File: config.mk
export PLATFORM = sky130hd
export DESIGN_NAME = text_console_writer
export DESIGN_NICKNAME = d
export VERILOG_FILES = /design/src/rtl/vga_text_pkg.sv /design/src/rtl/console_cursor.sv /design/src/rtl/text_console_writer.sv
export SDC_FILE = /design/constraint.sdc
export NUM_CORES = 1
export LEC_CHECK = 0
export CAP_MARGIN = 30
export CELL_PAD_IN_SITES_DETAIL_PLACEMENT = 0
export CELL_PAD_IN_SITES_GLOBAL_PLACEMENT = 1
export CORE_UTILIZATION = 40
export DETAILED_ROUTE_END_ITERATION = 8
export GPL_ROUTABILITY_DRIVEN = 0
export PLACE_DENSITY_LB_ADDON = 0.1
export REMOVE_ABC_BUFFERS = 1
export SLEW_MARGIN = 30
export SYNTH_ARGS = -nofsm -noshare
export SYNTH_HDL_FRONTEND = slang
export SYNTH_HIERARCHICAL = 1
export SYNTH_SLANG_ARGS = --single-unit
File: constraint.sdc
create_clock -name clk -period 4.09 [get_ports clk]
set_clock_uncertainty 0.2 [all_clocks]
set_input_delay 0.6135 -clock clk [delete_from_list [all_inputs] [get_ports clk]]
set_output_delay 0.6135 -clock clk [all_outputs]
set_load 0.005 [all_outputs]
File: src/rtl/vga_text_pkg.sv
// Shared definitions for the VGA text console writer: geometry defaults,
// control-character codes, writer FSM states and cursor commands.
package vga_text_pkg;

   // Default screen geometry (1280x720 with 8x8 glyphs)
   localparam int DEF_COLS       = 160;
   localparam int DEF_ROWS       = 90;
   localparam int DEF_ROW_STRIDE = 1280;
   localparam int DEF_ADDR_W     = 32;

   // Character codes the writer interprets
   localparam logic [7:0] CH_SPACE = 8'h20;
   localparam logic [7:0] CH_TILDE = 8'h7E;
   localparam logic [7:0] CH_LF    = 8'h0A;
   localparam logic [7:0] CH_CR    = 8'h0D;
   localparam logic [7:0] CH_BS    = 8'h08;
   localparam logic [7:0] CH_FF    = 8'h0C;

   // Writer FSM states; CLEAR_ALL is the reset state
   typedef enum logic [1:0] {
      ST_CLEAR_ALL       = 2'd0,
      ST_IDLE            = 2'd1,
      ST_CHAR_THEN_CLEAR = 2'd2,
      ST_CLEAR_ROW       = 2'd3
   } writer_state_t;

   // Commands understood by the cursor block
   typedef enum logic [2:0] {
      CUR_NONE    = 3'd0,
      CUR_ADVANCE = 3'd1,   // col+1, wraps onto a new row at the last column
      CUR_NEWLINE = 3'd2,   // col=0 and advance row
      CUR_RETURN  = 3'd3,   // col=0 only
      CUR_BACK    = 3'd4,   // col-1 when col>0
      CUR_HOME    = 3'd5    // back to (0,0)
   } cursor_cmd_t;

   // True for bytes that are written to the screen as glyphs
   function automatic logic is_printable(input logic [7:0] ch);
      return (ch >= CH_SPACE) && (ch <= CH_TILDE);
   endfunction

endpackage

File: src/rtl/console_cursor.sv
// Cursor position tracker. Keeps column, row and the address of the start
// of the current row, so the writer never needs a multiplier: the row base
// steps by ROW_STRIDE on each row advance and returns to zero on wrap.
module console_cursor
   import vga_text_pkg::*;
#(
   parameter int COLS       = DEF_COLS,
   parameter int ROWS       = DEF_ROWS,
   parameter int ROW_STRIDE = DEF_ROW_STRIDE,
   parameter int ADDR_W     = DEF_ADDR_W,
   parameter int COL_W      = $clog2(COLS),
   parameter int ROW_W      = $clog2(ROWS)
) (
   input  logic              clk,
   input  logic              rst_n,
   input  cursor_cmd_t       cmd,
   output logic [COL_W-1:0]  col,
   output logic [ROW_W-1:0]  row,
   output logic [ADDR_W-1:0] row_base,
   output logic              at_last_col
);

   logic [COL_W-1:0]  col_reg,  col_next;
   logic [ROW_W-1:0]  row_reg,  row_next;
   logic [ADDR_W-1:0] base_reg, base_next;
   logic              advance_row;

   assign col         = col_reg;
   assign row         = row_reg;
   assign row_base    = base_reg;
   assign at_last_col = (col_reg == COL_W'(COLS - 1));

   // Next cursor position from the current command; row advance wraps to
   // the top of the screen (no scrolling).
   always_comb begin
      col_next    = col_reg;
      row_next    = row_reg;
      base_next   = base_reg;
      advance_row = 1'b0;

      case (cmd)
         CUR_ADVANCE: begin
            if (at_last_col) begin
               col_next    = '0;
               advance_row = 1'b1;
            end else begin
               col_next = col_reg + COL_W'(1);
            end
         end
         CUR_NEWLINE: begin
            col_next    = '0;
            advance_row = 1'b1;
         end
         CUR_RETURN: begin
            col_next = '0;
         end
         CUR_BACK: begin
            if (col_reg != '0) begin
               col_next = col_reg - COL_W'(1);
            end
         end
         CUR_HOME: begin
            col_next  = '0;
            row_next  = '0;
            base_next = '0;
         end
         default: ;
      endcase

      if (advance_row) begin
         if (row_reg == ROW_W'(ROWS - 1)) begin
            row_next  = '0;
            base_next = '0;
         end else begin
            row_next  = row_reg + ROW_W'(1);
            base_next = base_reg + ADDR_W'(ROW_STRIDE);
         end
      end
   end

   // Cursor registers; reset homes the cursor
   always_ff @(posedge clk or negedge rst_n) begin
      if (!rst_n) begin
         col_reg  <= '0;
         row_reg  <= '0;
         base_reg <= '0;
      end else begin
         col_reg  <= col_next;
         row_reg  <= row_next;
         base_reg <= base_next;
      end
   end

endmodule

File: src/rtl/text_console_writer.sv
// Text console writer: consumes an ASCII byte stream and writes glyph codes
// into the text character memory at row*ROW_STRIDE + col. Control codes
// move the cursor; new rows and form feeds are blanked with spaces by
// hardware clear sequences, during which input is stalled.
module text_console_writer
   import vga_text_pkg::*;
#(
   parameter int COLS       = DEF_COLS,
   parameter int ROWS       = DEF_ROWS,
   parameter int ROW_STRIDE = DEF_ROW_STRIDE,
   parameter int ADDR_W     = DEF_ADDR_W
) (
   input  logic                     clk,
   input  logic                     rst_n,
   input  logic                     in_valid,
   input  logic [7:0]               in_char,
   output logic                     in_ready,
   output logic [ADDR_W-1:0]        mem_addr,
   output logic [7:0]               mem_din,
   output logic                     mem_we,
   output logic [$clog2(COLS)-1:0]  cursor_col,
   output logic [$clog2(ROWS)-1:0]  cursor_row,
   output logic                     busy
);

   localparam int COL_W = $clog2(COLS);
   localparam int ROW_W = $clog2(ROWS);

   writer_state_t     state_reg, state_next;

   // Clear-sequence counters; both clears share the column counter. All
   // counters return to zero when a clear finishes, so every clear starts
   // from the first cell without extra initialisation.
   logic [COL_W-1:0]  clr_col_reg,  clr_col_next;
   logic [ROW_W-1:0]  clr_row_reg,  clr_row_next;
   logic [ADDR_W-1:0] clr_base_reg, clr_base_next;

   logic [ADDR_W-1:0] mem_addr_reg, mem_addr_next;
   logic [7:0]        mem_din_reg,  mem_din_next;
   logic              mem_we_reg,   mem_we_next;
   logic              busy_reg;

   cursor_cmd_t       cur_cmd;
   logic [COL_W-1:0]  cur_col;
   logic [ROW_W-1:0]  cur_row;
   logic [ADDR_W-1:0] cur_base;
   logic              cur_last;
   logic [ADDR_W-1:0] cur_addr;

   console_cursor #(
      .COLS       (COLS),
      .ROWS       (ROWS),
      .ROW_STRIDE (ROW_STRIDE),
      .ADDR_W     (ADDR_W),
      .COL_W      (COL_W),
      .ROW_W      (ROW_W)
   ) u_cursor (
      .clk         (clk),
      .rst_n       (rst_n),
      .cmd         (cur_cmd),
      .col         (cur_col),
      .row         (cur_row),
      .row_base    (cur_base),
      .at_last_col (cur_last)
   );

   assign cur_addr   = cur_base + ADDR_W'(cur_col);
   assign in_ready   = (state_reg == ST_IDLE);
   assign mem_addr   = mem_addr_reg;
   assign mem_din    = mem_din_reg;
   assign mem_we     = mem_we_reg;
   assign cursor_col = cur_col;
   assign cursor_row = cur_row;
   assign busy       = busy_reg;

   // Next state, next memory write and cursor command. In IDLE a byte is
   // consumed whenever in_valid is high (in_ready is high by definition).
   // After a row advance the cursor already points at the new row, so the
   // row clear addresses come straight from its row base.
   always_comb begin
      state_next    = state_reg;
      clr_col_next  = clr_col_reg;
      clr_row_next  = clr_row_reg;
      clr_base_next = clr_base_reg;
      mem_addr_next = mem_addr_reg;
      mem_din_next  = mem_din_reg;
      mem_we_next   = 1'b0;
      cur_cmd       = CUR_NONE;

      case (state_reg)
         ST_IDLE: begin
            if (in_valid) begin
               if (is_printable(in_char)) begin
                  mem_we_next   = 1'b1;
                  mem_addr_next = cur_addr;
                  mem_din_next  = in_char;
                  cur_cmd       = CUR_ADVANCE;
                  if (cur_last) begin
                     state_next = ST_CHAR_THEN_CLEAR;
                  end
               end else begin
                  case (in_char)
                     CH_LF: begin
                        cur_cmd    = CUR_NEWLINE;
                        state_next = ST_CLEAR_ROW;
                     end
                     CH_CR: begin
                        cur_cmd = CUR_RETURN;
                     end
                     CH_BS: begin
                        if (cur_col != '0) begin
                           mem_we_next   = 1'b1;
                           mem_addr_next = cur_addr - ADDR_W'(1);
                           mem_din_next  = CH_SPACE;
                           cur_cmd       = CUR_BACK;
                        end
                     end
                     CH_FF: begin
                        cur_cmd    = CUR_HOME;
                        state_next = ST_CLEAR_ALL;
                     end
                     default: ;   // unsupported byte: consumed, ignored
                  endcase
               end
            end
         end

         ST_CHAR_THEN_CLEAR, ST_CLEAR_ROW: begin
            mem_we_next   = 1'b1;
            mem_addr_next = cur_base + ADDR_W'(clr_col_reg);
            mem_din_next  = CH_SPACE;
            if (clr_col_reg == COL_W'(COLS - 1)) begin
               clr_col_next = '0;
               state_next   = ST_IDLE;
            end else begin
               clr_col_next = clr_col_reg + COL_W'(1);
            end
         end

         ST_CLEAR_ALL: begin
            mem_we_next   = 1'b1;
            mem_addr_next = clr_base_reg + ADDR_W'(clr_col_reg);
            mem_din_next  = CH_SPACE;
            if (clr_col_reg == COL_W'(COLS - 1)) begin
               clr_col_next = '0;
               if (clr_row_reg == ROW_W'(ROWS - 1)) begin
                  clr_row_next  = '0;
                  clr_base_next = '0;
                  state_next    = ST_IDLE;
               end else begin
                  clr_row_next  = clr_row_reg + ROW_W'(1);
                  clr_base_next = clr_base_reg + ADDR_W'(ROW_STRIDE);
               end
            end else begin
               clr_col_next = clr_col_reg + COL_W'(1);
            end
         end

         default: begin
            state_next = ST_CLEAR_ALL;
         end
      endcase
   end

   // State, counters and registered memory-port outputs; reset aborts any
   // operation and restarts with a full-screen clear.
   always_ff @(posedge clk or negedge rst_n) begin
      if (!rst_n) begin
         state_reg    <= ST_CLEAR_ALL;
         clr_col_reg  <= '0;
         clr_row_reg  <= '0;
         clr_base_reg <= '0;
         mem_addr_reg <= '0;
         mem_din_reg  <= CH_SPACE;
         mem_we_reg   <= 1'b0;
         busy_reg     <= 1'b1;
      end else begin
         state_reg    <= state_next;
         clr_col_reg  <= clr_col_next;
         clr_row_reg  <= clr_row_next;
         clr_base_reg <= clr_base_next;
         mem_addr_reg <= mem_addr_next;
         mem_din_reg  <= mem_din_next;
         mem_we_reg   <= mem_we_next;
         busy_reg     <= (state_next != ST_IDLE);
      end
   end

endmodule
After elaboration in Yosys (flattened, before gate mapping)
Cells that the tools add are included.

storage, ports and cells
  latch bits = 0
  logic and storage cells = 98
  output and inout bits = 58
  ROM bits = 0
  memories kept = 0
  register bits after elaboration = 138
  bits in writable memories = 0
  input port bits = 11

cells by class
  add/subtract/negate cells = 11
  bitwise gates (word level) = 0
  shifts and indexed selects = 0
  eq/ne operators = 21
  multiplexer cells = 42
  reduce and logical (&&, ||, !) cells = 11
  $lt $le $gt $ge = 2
  divide/modulo/power cells = 0
  $mul = 0

operators by type and width
  operator                number
  $mux 32                 8
  $add 32x8->32           3
  $pmux 32 s3             1
  $add 32x11->32 const B  2
  $mux 8                  7
  $eq 8x4->1 const B      4
  $sub 32x1->32 const B   1
  $mux 7                  4
  $pmux 8 s3              1
  $add 8x1->8 const B     2
  $eq 8x8->1 const B      2
  $pmux 8 s2              1
  $add 7x1->7 const B     2
  $eq 7x7->1 const B      2
  $mux 2                  6
  $mux 3                  4
  $pmux 3 s4              1
  $ge 8x6->1 const B      1
  $le 8x7->1 const B      1
  $reduce_bool 8->1       1
  $sub 8x1->8 const B     1
  $eq 3x2->1 const B      2
  $eq 3x3->1 const B      2
  $ne 3x1->1 const B      2
  other kinds (17)        26

Longest topological paths before layout
Gate-level depths: netlist (run 1).

  depth in word-level cells = 10
  gate-level depth with buffers = 16
  mapped depth without buffers = 13

By module
The synthesis (run 1) kept the hierarchy.

by module, submodules not included
  module               times used  sequential area each (um^2)  cells each  area an instance (um^2)
  text_console_writer  1           2079.5                       888         7106.8
  console_cursor       1           975.9                        280         2488.6

Worst setup path after synthesis (run 1)
OpenSTA, ideal clock, no wires.

  path kind = register to register
  start = register state_reg[1]
  end = register u_cursor.base_reg[29] (netlist: u_cursor/row_base[29])
  path buffers = 4
  setup time = 0.069 ns
  required time = 3.821 ns
  data arrival time = 2.983 ns
  path slack = 0.838 ns
  clock period less this slack = 3.252 ns
  cell stages (with the launch flop) = 15
  cell sequence = dfrtp_1 clkbuf_1 inv_1 nand2_1 inv_1 clkbuf_1 clkbuf_1 nand2_1 a21oi_1 nor2b_1 nand4_4 a211o_1 buf_6 or3_1 nand3_1

between the ends
  cells in the longest elaborated chain, start to end = 5
  elaborated cells on any way between the ends = 8
  those cells by class = eq/ne (4); mux (3); reduce/logical (1)

ends and longest elaborated chain
  what                                                 line                        source
  start: declaration                                   text_console_writer.sv:29   writer_state_t state_reg, state_next;
  start signal: assignment                             text_console_writer.sv:178  state_reg <= state_next;
  $eq 2x1->1 (*)                                       --
  named net in_ready                                   text_console_writer.sv:17   output logic in_ready,
  $mux 3 (*)                                           text_console_writer.sv:90   case (state_reg)
  named net cur_cmd[0]                                 text_console_writer.sv:43   cursor_cmd_t cur_cmd;
  $eq 3x2->1 / $eq 3x1->1 (equally long branches)      console_cursor.sv:41        case (cmd)
  $pmux 1 s2                                           console_cursor.sv:41
  $mux 32 / $reduce_bool 2->1 (equally long branches)  --
  end signal: assignment                               console_cursor.sv:90        base_reg <= base_next;
  end: declaration                                     console_cursor.sv:25        logic [ADDR_W-1:0] base_reg, base_next;

The timed path passes the listed nets; every way through them passes the cells marked *.
A chain may end at the register's enable or synchronous reset.

Worst setup path after layout (run 1)
  start = register state_reg[1]
  end = output port in_ready

between the ends
  cells in the longest elaborated chain, start to end = 1

ends and longest elaborated chain
  what              line                       source
  $eq 2x1->1        text_console_writer.sv:68  assign in_ready = (state_reg == ST_IDLE);
  end: declaration  text_console_writer.sv:17

Every way passes these cells.

==> impl_metrics.json, run 1 <==
{
  "worstMarginPinSlew_ns": 1.26,
  "synthTopCellsByArea": "dfrtp_1, nand2_1, xnor2_1",
  "hold_path.class": "flip-flop to flip-flop",
  "clkSinkCount": 122,
  "synth_edf_count": 0,
  "ys_async_sr_fraction_pct": 100,
  "maxCapViolCount": 0,
  "layout.cells.non_filler": 1564,
  "ant_nets": 0,
  "final_util_pct": 48.3,
  "startpoint_type": "flip-flop",
  "switching_power_mw": 0.709,
  "overflow": 0,
  "via_per_inst": 5.94,
  "max_stage_delay_ns": 0.60,
  "die_h_um": 157,
  "run_status": "finished, final reports clean",
  "grt_max_degree": 63,
  "yosysTopAreaCell": "dfrtp_1",
  "htree_levels": 4,
  "seqPwrFrac_pct": 41.4,
  "cp_common_cell": "inv_1",
  "clock.fmax_mhz": 282,
  "core.rowCount": 56,
  "ys_types": 88,
  "seq_area_frac_synth_pct": 31.8,
  "slew_headroom_pct": 16.1,
  "fp.dieW_um": 157,
  "synthCells": 1168,
  "slew_viol_final": 0,
  "die-area_sq_mm": 0.0246,
  "r2r_setup_slack_ns": 0.64,
  "cp_slowest_cell": "clkdlybuf4s50_1",
  "antenna_found_initial": 0,
  "hold_viol": 0,
  "crit_arrival_ns": 2.74,
  "largest_register_ffs": 32,
  "drive_gt1_share_pct": 8.92,
  "drt-initial-drc-count": 761,
  "pin_count": 69,
  "clk_latency_ns": 0.43,
  "drtPass1Iterations": 5,
  "routed_wl_mm": 30.7,
  "wl_per_cell_um": 19.6,
  "cts-buffers-inserted": 17,
  "final_area_sq_mm": 0.0113,
  "syn_area_per_cell_sq_um": 8.22,
  "dp.cells": 1532,
  "synth_area_sq_mm": 0.00960,
  "fin_crit_sh_pct": 86.8,
  "ir_worst_vdd_v": 0.000203,
  "ys_ff_latch": 122,
  "finalSetupViolCount": 0,
  "cts-resized-gates": 0,
  "synth_ff_type": "dfrtp_1",
  "drcViolationCount": 0,
  "p_leak_nw": 4.71,
  "pwr-share-comb_pct": 4.7,
  "grt_pass1_vias": 8719,
  "portBuffers": 68,
  "initial_utilization_pct": 40.9,
  "vias": 9289,
  "dp_hpwl_mm": 22.0,
  "period_needed_ns": 3.55,
  "nNetsFinal": 1273,
  "core_area_sq_mm": 0.0235,
  "end_kind": "output pin",
  "path_clk_slew_ns": 0.06,
  "n_antenna_cell": 0,
  "p_per_area_mw_per_mm2": 257,
  "clockBufferDepth": 2,
  "cts_hold_buf": 1,
  "whs_ns": 0.284,
  "crit_required_ns": 3.28,
  "rsz0062_at_grt": "false",
  "placed_area_sq_mm": 0.0107,
  "root_buffer": "clkbuf_16",
  "ys_warn_count": 6,
  "yosys.cell_count.top_type": "nand2_1",
  "grt_first_pass_wirelength_mm": 48.9,
  "track_usage_pct": 25.8,
  "crit_chain": "inv_1 -> nand2_1 -> inv_1 -> buf_4 -> clkdlybuf4s50_1",
  "synth_top_area_share_pct": 31.3,
  "cts_tree": "built",
  "pwr-share-clk_pct": 53.9,
  "critPathMaxFanout": 43,
  "synth_commonest_cells": "nand2_1, dfrtp_1, nor2_1",
  "sw_frac_of_total_pct": 24.3,
  "post-cts-setup-buffers": 0,
  "area_growth_pct": 18.1,
  "worstSetupPathType": "flip-flop to output pin",
  "intPower_mw": 2.21
}
## cells by family (layout without fill, tap and decap cells)
group	Yosys count	after routing	share of synthesized area, %
flops	122	122	31.8
mux	35	35	3.69
compound gates	306	306	21.3
fa+ha+maj	29	29	3.94
simple gates	494	494	27.0
xor+xnor	82	82	7.48
other cells	1	8	0.0391
buf+inv	99	169	4.77
## power groups by stage
stage / registers [mW] / logic, mW / clock network, mW
floorplan: 1.23 / 0.0622 / 0
global placement: 1.23 / 0.135 / 0
detailed placement: 1.23 / 0.135 / 0
CTS: 1.21 / 0.136 / 1.61
global route: 1.21 / 0.154 / 1.66
finish: 1.21 / 0.137 / 1.57
## final timing paths
path | start | depth (start not counted) | to
max | state_reg[1] | 5 | in_ready
min | clr_row_reg[6] | 1 | clr_row_reg[6]
max reg2reg | u_cursor/col[5] | 10 | mem_addr[23]
min reg2reg | clr_row_reg[6] | 1 | clr_row_reg[6]
max in group asynchronous | rst_n | 3 | mem_addr[19]
min in group asynchronous | rst_n | 2 | mem_din[3]
## placed cells by master (no fill, tap or decap), types with 5 or more instances in the layout
cell type / netlist / final
a41oi_1: 6 / 6
mux2i_1: 32 / 32
nand2b_1: 13 / 13
nor3b_1: 9 / 9
nand4_1: 25 / 25
a21o_1: 13 / 13
a21oi_1: 57 / 57
dfrtp_1: 120 / 120
o21ai_1: 16 / 16
ha_1: 27 / 27
and2_1: 15 / 15
a32oi_1: 5 / 5
a31oi_1: 32 / 32
o22ai_1: 8 / 8
o21ai_0: 66 / 66
clkdlybuf4s50_1: 0 / 67
clkbuf_16: 0 / 17
buf_4: 12 / 43
and3_1: 32 / 32
a2111oi_0: 7 / 7
nor3_1: 37 / 37
inv_1: 22 / 22
nor4_1: 20 / 20
or3_1: 27 / 27
conb_1: 1 / 8
o31ai_1: 14 / 14
and4_1: 9 / 9
o21a_1: 5 / 5
nor2b_1: 8 / 8
nand3_1: 62 / 62
xor2_1: 36 / 36
nand2_1: 121 / 121
nor2_1: 83 / 82
o211ai_1: 12 / 12
xnor2_1: 46 / 46
a211oi_1: 8 / 8
## routing by layer
metal	up-vias	wire length (um)	track usage [%]
li1	4464	-	-
met1	4486	14200	35.4
met2	297	14200	41.5
met3	42	1700	4.49
met4	0	592	7.52
met5	-	0	0
## through the flow
| step | setup TNS (ns) | setup slack (ns) | total power, mW |
|---|---|---|---|
| 2_1_floorplan | -14.79 | -0.584 | 1.29 |
| 3_3_place_gp | 0 | 0.229 | 1.36 |
| 3_5_place_dp | 0 | 0.171 | 1.36 |
| 4_1_cts | 0 | 0.533 | 2.96 |
| 5_1_grt | 0 | 0.333 | 3.02 |
| 6_report | 0 | 0.540 | 2.91 |
## worst max-delay path, delay by kind of cell (launching register included)
kind,cells,cell delay [ns]
and+or+nand+nor,1,0.12
DFF,1,0.59
buffers and inverters,4,1.56
## layout make-up
type | count | area (sq um)
multi-input cells | 954 | 6120
flip-flops and latches | 122 | 3060
fillers | 2301 | 12100
clock inverters | 11 | 134
inverters | 23 | 86.3
well taps | 319 | 399
repair buffers | 115 | 1070
clock buffers | 20 | 467
No activity file was read; power rests on OpenSTA's default activity.
==> inputs of run 2 (changes only) <==
Settings changed: SLEW_MARGIN 30 to unset.
==> results of run 2 <==
Same layout as run 1: the final DEF is identical, and so are final timing and power.
